`src/rtl/instruction_loader.sv`:
```
// Byte-stream program loader: packs bytes little-endian into 32-bit words and writes them to instruction memory.
// Optional `CHECKSUM_EN adds a trailing XOR checksum byte check (CHECK state, checksum_error port).
module instruction_loader #(
    parameter int ADDR_WIDTH = 8
) (
    input  logic                  clock,
    input  logic                  reset,
    input  logic                  start,
    input  logic                  byte_valid,
    input  logic [7:0]            byte_data,
    output logic                  byte_ready,
    output logic                  im_write_enable,
    output logic [ADDR_WIDTH-1:0] im_write_address,
    output logic [31:0]           im_write_data,
    output logic                  cpu_reset,
    output logic                  load_done,
    output logic                  overflow_error,
`ifdef CHECKSUM_EN
    output logic                  checksum_error,
`endif
    output logic [ADDR_WIDTH:0]   word_count
);

    typedef enum logic [2:0] {
        IDLE, RECV, WRITE, DONE, ERROR
`ifdef CHECKSUM_EN
        , CHECK
`endif
    } state_t;

    state_t      state, next_state;
    logic [1:0]  byte_idx;
    logic [31:0] word_reg;
    logic        accept;
    logic        halt;
    logic        last_slot;
    logic        restart;
`ifdef CHECKSUM_EN
    logic [7:0]  csum;
`endif

    assign accept    = byte_valid & byte_ready;
    assign halt      = (word_reg == 32'h0000_0000);
    assign last_slot = &word_count[ADDR_WIDTH-1:0];
    assign restart   = start & ((state == IDLE) | (state == DONE) | (state == ERROR));

    // The write address tracks the word counter; data is the assembly register itself.
    assign im_write_address = word_count[ADDR_WIDTH-1:0];
    assign im_write_data    = word_reg;

    // State and datapath registers
    always_ff @(posedge clock or negedge reset) begin
        if (!reset) begin
            state          <= IDLE;
            byte_idx       <= 2'd0;
            word_reg       <= 32'h0000_0000;
            word_count     <= '0;
            cpu_reset      <= 1'b1;
            load_done      <= 1'b0;
            overflow_error <= 1'b0;
`ifdef CHECKSUM_EN
            csum           <= 8'h00;
            checksum_error <= 1'b0;
`endif
        end else begin
            state     <= next_state;
            cpu_reset <= (next_state != DONE);
            load_done <= (next_state == DONE);
            if (restart) begin
                byte_idx       <= 2'd0;
                word_count     <= '0;
                overflow_error <= 1'b0;
`ifdef CHECKSUM_EN
                csum           <= 8'h00;
                checksum_error <= 1'b0;
`endif
            end
            if (state == RECV && accept) begin
                word_reg[{byte_idx, 3'b000} +: 8] <= byte_data;
                byte_idx                          <= byte_idx + 2'd1;
`ifdef CHECKSUM_EN
                csum                              <= csum ^ byte_data;
`endif
            end
            if (state == WRITE) begin
                word_count <= word_count + (ADDR_WIDTH+1)'(1);
                if (next_state == ERROR)
                    overflow_error <= 1'b1;
            end
`ifdef CHECKSUM_EN
            if (state == CHECK && byte_valid && byte_data != csum)
                checksum_error <= 1'b1;
`endif
        end
    end

    // Next-state decode
    always_comb begin
        next_state = state;
        case (state)
            IDLE, DONE, ERROR: if (start) next_state = RECV;
            RECV:  if (accept && byte_idx == 2'd3) next_state = WRITE;
            WRITE: begin
                if (halt)
`ifdef CHECKSUM_EN
                    next_state = CHECK;
`else
                    next_state = DONE;
`endif
                else if (last_slot)
                    next_state = ERROR;
                else
                    next_state = RECV;
            end
`ifdef CHECKSUM_EN
            CHECK: if (byte_valid) next_state = (byte_data == csum) ? DONE : ERROR;
`endif
            default: next_state = IDLE;
        endcase
    end

    // Output decode of the state register
    always_comb begin
        byte_ready      = (state == RECV);
`ifdef CHECKSUM_EN
        byte_ready      = (state == RECV) | (state == CHECK);
`endif
        im_write_enable = (state == WRITE);
    end

endmodule

```
`config.mk`:
```
export PLATFORM = sky130hd
export DESIGN_NAME = instruction_loader
export DESIGN_NICKNAME = d
export VERILOG_FILES = /design/src/rtl/instruction_loader.sv
export SDC_FILE = /design/constraint.sdc
export NUM_CORES = 1
export LEC_CHECK = 0
export ABC_AREA = 1
export CAP_MARGIN = 20
export CELL_PAD_IN_SITES_DETAIL_PLACEMENT = 2
export CELL_PAD_IN_SITES_GLOBAL_PLACEMENT = 2
export CORE_MARGIN = 2
export CORE_UTILIZATION = 30
export DETAILED_ROUTE_END_ITERATION = 7
export GPL_ROUTABILITY_DRIVEN = 0
export GPL_TIMING_DRIVEN = 0
export PLACE_DENSITY = 0.8
export SLEW_MARGIN = 20
export SYNTH_ARGS = -nofsm -noshare
export SYNTH_HDL_FRONTEND = slang
export SYNTH_SLANG_ARGS = --single-unit
```
`constraint.sdc`:
```
create_clock -name clock -period 3.1 [get_ports clock]
set_clock_uncertainty 0.2 [all_clocks]
set_input_delay 0.93 -clock clock [delete_from_list [all_inputs] [get_ports clock]]
set_output_delay 0.93 -clock clock [all_outputs]
set_load 0.005 [all_outputs]
```
Word-level counts from Yosys, hierarchy flattened
Index checks and enable logic that the tools add are counted.

Add/subtract/negate cells: 3. Eq/ne operators: 8. Shifts and indexed selects: 2. Muxes and demuxes: 13. Bitwise logic cells: 4. Reduce and logical (&&, ||, !) cells: 8.

Operators by type and width (number): $bwmux W32 (1); $logic_not A32 Y1 (1); $shift A8 B7 Y32 const A (1); $shiftx A8 B7 Y32 (1); $mux W9 (2); $mux W3 (4); $add A9 B1 Y9 const B (1); $eq A3 B2 Y1 const B (3); $pmux W3 S3 (1); $reduce_and A8 Y1 (1); $neg A5 Y7 (1); $eq A3 B3 Y1 const B (2); $mux W2 (2); $reduce_bool A2 Y1 (2); $eq A3 B1 Y1 const B (1); $logic_not A3 Y1 (1); $mux W1 (3); $ne A3 B2 Y1 const B (1); $reduce_or A3 Y1 (1); $add A2 B1 Y2 const B (1); $and A1 B1 Y1 (2); $eq A2 B2 Y1 const B (1); $logic_and A1 B1 Y1 (2); $or A1 B1 Y1 (2).

Register bits after elaboration: 49. Input bits: 12. Output and inout bits: 54. Logic and storage cells: 45.

Depth between registers and ports, before layout
Gate-level depths: netlist of the first run.

Depth after elaboration: 8. Depth in mapped cells: 9. Depth with buffers taken out: 9.

Worst setup path before layout of the first run
Ideal clock, no wire load.

Path kind: register to register. From: reg byte_idx[0]. To: reg word_reg[16] (netlist: im_write_data[16]). Setup time: 0.066 ns. Arrival: 1.876 ns. Data required time: 2.834 ns. Setup slack: 0.958 ns. Cell stages (with the launch flop): 9. Clock period less this slack: 2.142 ns. Cells stage by stage: dfrtp_1 clkbuf_1 inv_1 ha_1 buf_4 clkinv_1 nor2_2 nand4_1 nand2_1.

Cells in the longest elaborated chain, start to end: 3. Elaborated cells on any way between the ends: 4. Those cells by class: add/sub: 1; shift: 2; mux: 1.

Ends and longest elaborated chain: start, declared (line 32) `logic [1:0] byte_idx;`; start signal, assigned (line 80) `byte_idx <= byte_idx + 2'd1;`; $neg A5 Y7 (*) (line 79) `word_reg[{byte_idx, 3'b000} +: 8] <= byte_data;`; $shiftx A8 B7 Y32 / $shift A8 B7 Y32 (equally long branches) (line 79); $bwmux W32 (*) (line 79); end signal, assigned by index (line 79); end, declared (line 33) `logic [31:0] word_reg;`.

Every way passes the cells marked *; elsewhere a longest branch is shown, timed or not. A chain may end at the register's enable or synchronous reset.

Final worst setup path of the first run
From: reg state[1]. To: out im_write_enable.

Cells in the longest elaborated chain, start to end: 1.

Ends and longest elaborated chain: start, declared (line 31) `state_t state, next_state;`; start signal, assigned (line 66) `state <= next_state;`; $eq A3 B2 Y1 (line 128) `im_write_enable = (state == WRITE);`; end, declared (line 12) `output logic im_write_enable,`.

No other way between the ends.

==> results of run 1 <==
[Yosys cell counts]
master | n | share of area (%)
sky130_fd_sc_hd__o22ai_1 | 1 | 0.25
sky130_fd_sc_hd__clkbuf_1 | 2 | 0.30
sky130_fd_sc_hd__or2_2 | 1 | 0.25
sky130_fd_sc_hd__mux2i_1 | 2 | 0.81
sky130_fd_sc_hd__nor2_2 | 1 | 0.25
sky130_fd_sc_hd__buf_2 | 1 | 0.20
sky130_fd_sc_hd__nand3_1 | 25 | 5.1
sky130_fd_sc_hd__nor2_8 | 3 | 2.4
sky130_fd_sc_hd__nand2_1 | 67 | 10
sky130_fd_sc_hd__dfrtp_1 | 48 | 49
sky130_fd_sc_hd__inv_2 | 3 | 0.46
sky130_fd_sc_hd__o31ai_2 | 2 | 1.0
sky130_fd_sc_hd__inv_1 | 13 | 2.0
sky130_fd_sc_hd__nand2_2 | 2 | 0.51
sky130_fd_sc_hd__nand4_1 | 9 | 2.3
sky130_fd_sc_hd__o31ai_1 | 15 | 4.6
sky130_fd_sc_hd__buf_6 | 3 | 1.4
sky130_fd_sc_hd__nor3_2 | 1 | 0.40
sky130_fd_sc_hd__nand2_4 | 3 | 1.4
sky130_fd_sc_hd__nor2_1 | 29 | 4.4
sky130_fd_sc_hd__dfstp_2 | 1 | 1.1
sky130_fd_sc_hd__clkinv_1 | 2 | 0.30
sky130_fd_sc_hd__ha_1 | 6 | 3.0
sky130_fd_sc_hd__nor2_4 | 1 | 0.46
sky130_fd_sc_hd__o21ai_0 | 24 | 4.9
sky130_fd_sc_hd__nand3b_1 | 1 | 0.30
sky130_fd_sc_hd__a21oi_1 | 3 | 0.61
sky130_fd_sc_hd__buf_4 | 9 | 2.7
[metrics by stage]
stage                     hold slack [ns]  setup WS [ns]  power (µW)
final                               0.302          0.192        3280
after global routing                0.345         0.0603        3570
after CTS                           0.309          0.166        3330
after detailed placement            0.286          0.471        2920
after global placement              0.271         -0.593        2840
after floorplan                     0.269          0.958        2020
[power by group through the flow]
stage	clock network, µW	logic, µW	registers [µW]
finish	399	1790	1090
global route	429	2010	1130
CTS	408	1830	1090
detailed placement	0	1810	1100
global placement	0	1750	1090
floorplan	0	948	1070
[registers in the layout, indices dropped and copies added, names as in the netlist]
name            flops
load_done           1
word_count          9
overflow_error      1
state               3
byte_idx            2
im_write_data      32
cpu_reset           1
[worst min-delay path: cells and delay by family (launching register included)]
| kind | cells | cell delay (ns) |
|---|---|---|
| flip-flops | 1 | 0.36 |
| AND/OR/NAND/NOR | 2 | 0.11 |
[placed cells by master (no fill, tap or decap), types with 9 or more instances in the layout]
| cell | n |
|---|---|
| sky130_fd_sc_hd__buf_4 | 10 |
| sky130_fd_sc_hd__clkdlybuf4s50_1 | 64 |
| sky130_fd_sc_hd__dfrtp_1 | 48 |
| sky130_fd_sc_hd__inv_1 | 13 |
| sky130_fd_sc_hd__nand2_1 | 67 |
| sky130_fd_sc_hd__nand3_1 | 25 |
| sky130_fd_sc_hd__nand4_1 | 9 |
| sky130_fd_sc_hd__nor2_1 | 29 |
| sky130_fd_sc_hd__o21ai_0 | 24 |
| sky130_fd_sc_hd__o31ai_1 | 15 |
[final timing paths]
| kind | start | endpoint | slack (ns) | cells past startpoint |
|---|---|---|---|---|
| worst max-delay path | state[1]$_DFF_PN0_ | im_write_enable | 0.19 | 5 |
| worst min-delay path | overflow_error$_DFF_PN0_ | overflow_error$_DFF_PN0_ | 0.30 | 2 |
| worst max register to register | byte_idx[0]$_DFFE_PN0P_ | im_write_data[17]$_DFFE_PN0P_ | 0.44 | 8 |
| worst min register to register | overflow_error$_DFF_PN0_ | overflow_error$_DFF_PN0_ | 0.30 | 2 |
| max in group asynchronous | reset | im_write_data[26]$_DFFE_PN0P_ | 1.82 | 1 |
| min in group asynchronous | reset | im_write_data[8]$_DFFE_PN0P_ | 0.43 | 1 |
[metal layers]
layer	global-route usage, %	vias to the layer above	routed length (µm)	part of all wire, %
li1	-	1068	-	-
met1	23.7	1132	3370	45
met2	31.8	42	3850	51
met3	2.87	8	252	3.3
met4	4.95	0	85	1.1
met5	0	-	0	0
[logic make-up after synthesis]
logic type	synth area share [%]
adder cells (fa/ha/maj)	3.04
AND/OR/NAND/NOR	27.9
multiplexers	0.810
AO/OA/AOI/OAI	11.3
flip-flops	49.6
buffers and inverters	7.34
[area by class of cell]
class	instances	area, µm²
Fill cell	914	4750
Sequential cell	49	1230
Multi-Input combinational cell	196	1060
Timing Repair Buffer	65	648
Tap cell	105	131
Buffer	15	114
Clock buffer	8	90.1
Inverter	18	67.6
==> metrics.yaml, run 1 <==
run_status:
  run_status: "finished, final reports clean"
sta:
  achievable-frequency_ghz: 0.344
  layout_min_cycle_time_ns: 2.91
  setup_repair_after_global_routing_missed_its_margin: "no"
  report.final.slew_viol_count: 0
  timing.final.hold_violations: 0
  timing.max_slew.rel_slack_pct: 56.7
  tightest_slew_ns: 0.650
  portion_of_the_clock_cycle_consumed_by_the_worst_path_in_the_final_layout_pct: 93.8
  report.final.setup_viol: 0
  totalNegativeSetupSlack_ns: 0
final_layout:
  num_antenna_cells: 0
  final-instance-count-excl-fill: 456
  design.final.nets: 368
  finalInstanceArea_mm2: 0.00334
  flow.area_growth_from_synthesis_pct: 35.2
  utilization_pct: 41.3
  share_of_post_route_cells_with_drive_strength_above_1_pct: 10.8
grt:
  grt_max_degree: 50
  groute.usage.overall_pct: 18.3
  globalRouteOverflowTotal: 0
  antenna_found_initial: 0
  grt_first_pass_wirelength_um: 12600
  grt_pass1_vias: 2425
logic_synthesis:
  syn-mean-instance-area_um2: 8.89
  yosysWarningCount: 0
  synth.net_count: 296
  synth.yosys.seq_area_share_pct: 49.6
  synth_cell_type_count: 28
  post_synth_instance_area_mm2: 0.00247
  synthCells: 278
  yosys_register_bits: 49
clock_network:
  cts_bufs_inserted: 5
  cts-hold-fix-buffers: 0
  post_cts_resized: 0
  cts_root_buffer: "sky130_fd_sc_hd__clkbuf_8"
  postCtsSetupRepairBufs: 0
  clock_insertion_delay_worst_skew_ns: 0.31
  clk_pin_slew_worst_paths_ns: 0.09
  clock_tree_from_tritoncts: "yes"
  clk_path_buf_depth: 2
  cts_sinks: 49
  htreeDepth: 2
placed_design:
  placement.io_buffers: 65
  post-place-cells: 448
  post-dp-hpwl_um: 5850
  placed_area_mm2: 0.00325
power:
  power.density_mw_per_mm2: 980
  power_leakage_uw: 0.00161
  ir_worst_vdd_uv: 370
  cellInternalPower_uw: 1840
  power.clock.fraction_pct: 12.2
  switching_portion_of_total_power_pct: 43.7
  p_switching_uw: 1430
  share_comb_of_total_power_pct: 54.6
  seq_power_share_pct: 33.2
setup_path:
  number_of_buffers_and_inverters_on_the_critical_path: 3
  critPathSlowestCell: "sky130_fd_sc_hd__clkdlybuf4s50_1"
  criticalPathCategory: "register to output port"
  timing.critical_path.max_delay_family: "buffers and inverters"
  arrival_ns: 1.78
  worstPathMaxFanout: 10
  critPathRequiredTime_ns: 1.97
  worstPathCellList: "inv_1 -> nor2_1 -> nand2_2 -> inv_2 -> clkdlybuf4s50_1"
  sort_of_element_at_the_end_of_the_critical_path: "output port"
  critical_path.max_stage_delay_ns: 0.53
  critPathLaunchType: "register"
drt:
  postRouteWirelength_um: 7560
  routed-via-count: 2250
  dr.first_iter.drc_count: 54
  drcViolationCount: 0
  wire_per_inst_um: 16.6
  via_per_inst: 4.93
  detail_route.first_pass.iterations: 4
  drt.antenna.violating_nets: 0
die:
  rows: 33
  fp.dieH_um: 94.8
  die_area_mm2: 0.00898
  num_io_pins: 66
  initial_core_util_pct: 30.6
  fp.coreArea_mm2: 0.00809
  dieWidth_um: 94.8
flow_run:
  timing.max_cap.violations: 0
min_path:
  hold_class: "register to register"
No activity file was read; power rests on OpenSTA's default activity.
==> run 2, diff against run 1 <==
--- a/config.mk
+++ b/config.mk
@@ -15,7 +15,6 @@
 export GPL_ROUTABILITY_DRIVEN = 0
 export GPL_TIMING_DRIVEN = 0
 export PLACE_DENSITY = 0.8
-export SLEW_MARGIN = 20
 export SYNTH_ARGS = -nofsm -noshare
 export SYNTH_HDL_FRONTEND = slang
 export SYNTH_SLANG_ARGS = --single-unit
==> run 2 against run 1 <==
Final cell count increased by 0.22%; routed wire length up 1.7%; clock power about the same; setup slack lost 0.0042 ns; combinational power is essentially flat; count of clock-buffer cells in the layout unchanged; sequential share of layout area down 0.19 points; cell area is 0.52% higher; non-clock buffer count rose by 1; first-iteration DRC count down 20%; global-route usage hardly changed; maximum frequency down 0.14%; critical path type unchanged.
==> metrics.yaml, run 2 (synthesis gave the netlist of run 1 again) <==
min_path:
  worstHoldPathCells: 2  # unchanged
  hold_class: "register to register"
drt:
  drt.antenna.violating_nets: 0  # unchanged
  postRouteWirelength_um: 7690  # +1.7%
  wire_per_inst_um: 16.8  # +1.4%
  drcViolationCount: 0  # unchanged
  detail_route.first_pass.iterations: 4  # unchanged
  via_per_inst: 4.86  # -1.4%
  routed-via-count: 2223  # -1.2%
  dr.first_iter.drc_count: 43  # -20%
grt:
  grt_max_degree: 32  # -36%
  grt_first_pass_wirelength_um: 12600  # -0.38%
  antenna_found_initial: 0  # unchanged
  grt_pass1_vias: 2412  # -0.54%
  globalRouteOverflowTotal: 0  # unchanged
  groute.usage.overall_pct: 18.4  # +0.043 points
die:
  initial_core_util_pct: 30.6  # unchanged
  dieWidth_um: 94.8  # unchanged
  rows: 33  # unchanged
  fp.coreArea_mm2: 0.00809  # unchanged
  die_area_mm2: 0.00898  # unchanged
  fp.dieH_um: 94.8  # unchanged
  num_io_pins: 66  # unchanged
sta:
  report.final.setup_viol: 0  # unchanged
  setup_repair_after_global_routing_missed_its_margin: "no"
  layout_min_cycle_time_ns: 2.91  # +0.00420 ns
  report.final.slew_viol_count: 0  # unchanged
  totalNegativeSetupSlack_ns: 0  # unchanged
  timing.max_slew.rel_slack_pct: 64.5  # +7.8 points
  timing.final.hold_violations: 0  # unchanged
  portion_of_the_clock_cycle_consumed_by_the_worst_path_in_the_final_layout_pct: 93.9  # +0.14 points
  tightest_slew_ns: 0.530  # -0.120 ns
  achievable-frequency_ghz: 0.343  # -0.14%
clock_network:
  clk_path_buf_depth: 2  # unchanged
  cts_sinks: 49  # unchanged
  htreeDepth: 2  # unchanged
  postCtsSetupRepairBufs: 0  # unchanged
  cts_bufs_inserted: 5  # unchanged
  clock_insertion_delay_worst_skew_ns: 0.30  # about the same
  clock_tree_from_tritoncts: "yes"
  post_cts_resized: 0  # unchanged
  cts-hold-fix-buffers: 0  # unchanged
  clk_pin_slew_worst_paths_ns: 0.09  # about the same
  cts_root_buffer: "sky130_fd_sc_hd__clkbuf_8"
power:
  power_leakage_uw: 0.00162  # +0.53%
  power.density_mw_per_mm2: 980  # about the same
  design_power_uw: 3290  # +0.51%
  ir_worst_vdd_uv: 338  # -8.5%
final_layout:
  num_antenna_cells: 0  # unchanged
  share_of_post_route_cells_with_drive_strength_above_1_pct: 11.1  # +0.25 points
  design.final.nets: 369  # +0.27%
  layout.cells.most_common: "sky130_fd_sc_hd__nand2_1"
  flow.area_growth_from_synthesis_pct: 35.9
  mostFrequentLayoutCells: "sky130_fd_sc_hd__nand2_1 (67), sky130_fd_sc_hd__clkdlybuf4s50_1 (64), sky130_fd_sc_hd__dfrtp_1 (48)"
  largest_reg_flops: 32  # unchanged
setup_path:
  critPathRequiredTime_ns: 1.97  # about the same
  worstPathCellList: "inv_1 -> nor2_1 -> nand2_2 -> inv_2 -> clkdlybuf4s50_1"
  criticalPathCategory: "register to output port"
  critical_path.max_stage_delay_ns: 0.53  # about the same
  worstSetupPathDepth: 5  # unchanged
  timing.critical_path.max_delay_family: "buffers and inverters"
  critPathSlowestCell: "sky130_fd_sc_hd__clkdlybuf4s50_1"
  arrival_ns: 1.78  # about the same
  rr_worst_depth: 8  # unchanged
  worstPathMaxFanout: 10  # unchanged
  number_of_buffers_and_inverters_on_the_critical_path: 3  # unchanged
  critPathLaunchType: "register"
  sort_of_element_at_the_end_of_the_critical_path: "output port"
flow_run:
  timing.max_cap.violations: 0  # unchanged
run_status:
  run_status: "finished, final reports clean"
placed_design:
  post-dp-hpwl_um: 5970  # +1.9%
  placement.io_buffers: 65  # unchanged
-- run 2: worst register-to-register path: stages (launching register included) --
cell and delay [ns]:
sky130_fd_sc_hd__dfrtp_1 0.46, sky130_fd_sc_hd__clkbuf_1 0.39, sky130_fd_sc_hd__inv_1 0.21, sky130_fd_sc_hd__ha_1 0.33, sky130_fd_sc_hd__buf_4 0.18, sky130_fd_sc_hd__clkinv_1 0.32
sky130_fd_sc_hd__nor2_2 0.36, sky130_fd_sc_hd__nand4_1 0.16, sky130_fd_sc_hd__nand2_1 0.08
-- run 2: through the flow --
stage | hold WS (ns) | instances | cell area, µm² | setup WS, ns | utilization, %
detailed placement | 0.286 | 449 | 3270 | 0.462 | 40.4
floorplan | 0.269 | 278 | 2470 | 0.958 | -
global route | 0.335 | 457 | 3360 | 0.0530 | 41.5
CTS | 0.309 | 457 | 3360 | 0.162 | 41.5
global placement | 0.271 | 448 | 3250 | -0.593 | 40.2
finish | 0.304 | 457 | 3360 | 0.188 | 41.5
-- run 2: power breakdown --
group	switching, µW	internal, µW	total, µW
registers	212	879	1090
clock network	216	183	398
logic	1020	783	1800
total	1450	1840	3290
-- run 2: area by class of cell --
type / count / area (µm²)
fillers: 920 / 4730
plain buffers: 15 / 114
clock buffers: 8 / 90.1
inverters: 18 / 67.6
multi-input cells: 196 / 1060
repair buffers: 66 / 666
flip-flops and latches: 49 / 1230
well taps: 105 / 131
-- run 2: path summary, 6_finish.rpt --
path	startpoint	end	slack [ns]
worst max-delay path	state[1]$_DFF_PN0_	im_write_enable	0.19
worst min-delay path	overflow_error$_DFF_PN0_	overflow_error$_DFF_PN0_	0.30
worst max register to register	byte_idx[0]$_DFFE_PN0P_	im_write_data[20]$_DFFE_PN0P_	0.35
worst min register to register	overflow_error$_DFF_PN0_	overflow_error$_DFF_PN0_	0.30
max in group asynchronous	reset	cpu_reset$_DFF_PN1_	1.74
min in group asynchronous	reset	im_write_data[3]$_DFFE_PN0P_	0.37
-- run 2: routing by layer --
metal,global-route usage [%],share of wire [%]
met5,0,0
met4,3.62,0.69
met3,3.91,3.7
met2,32.0,50
met1,23.6,45
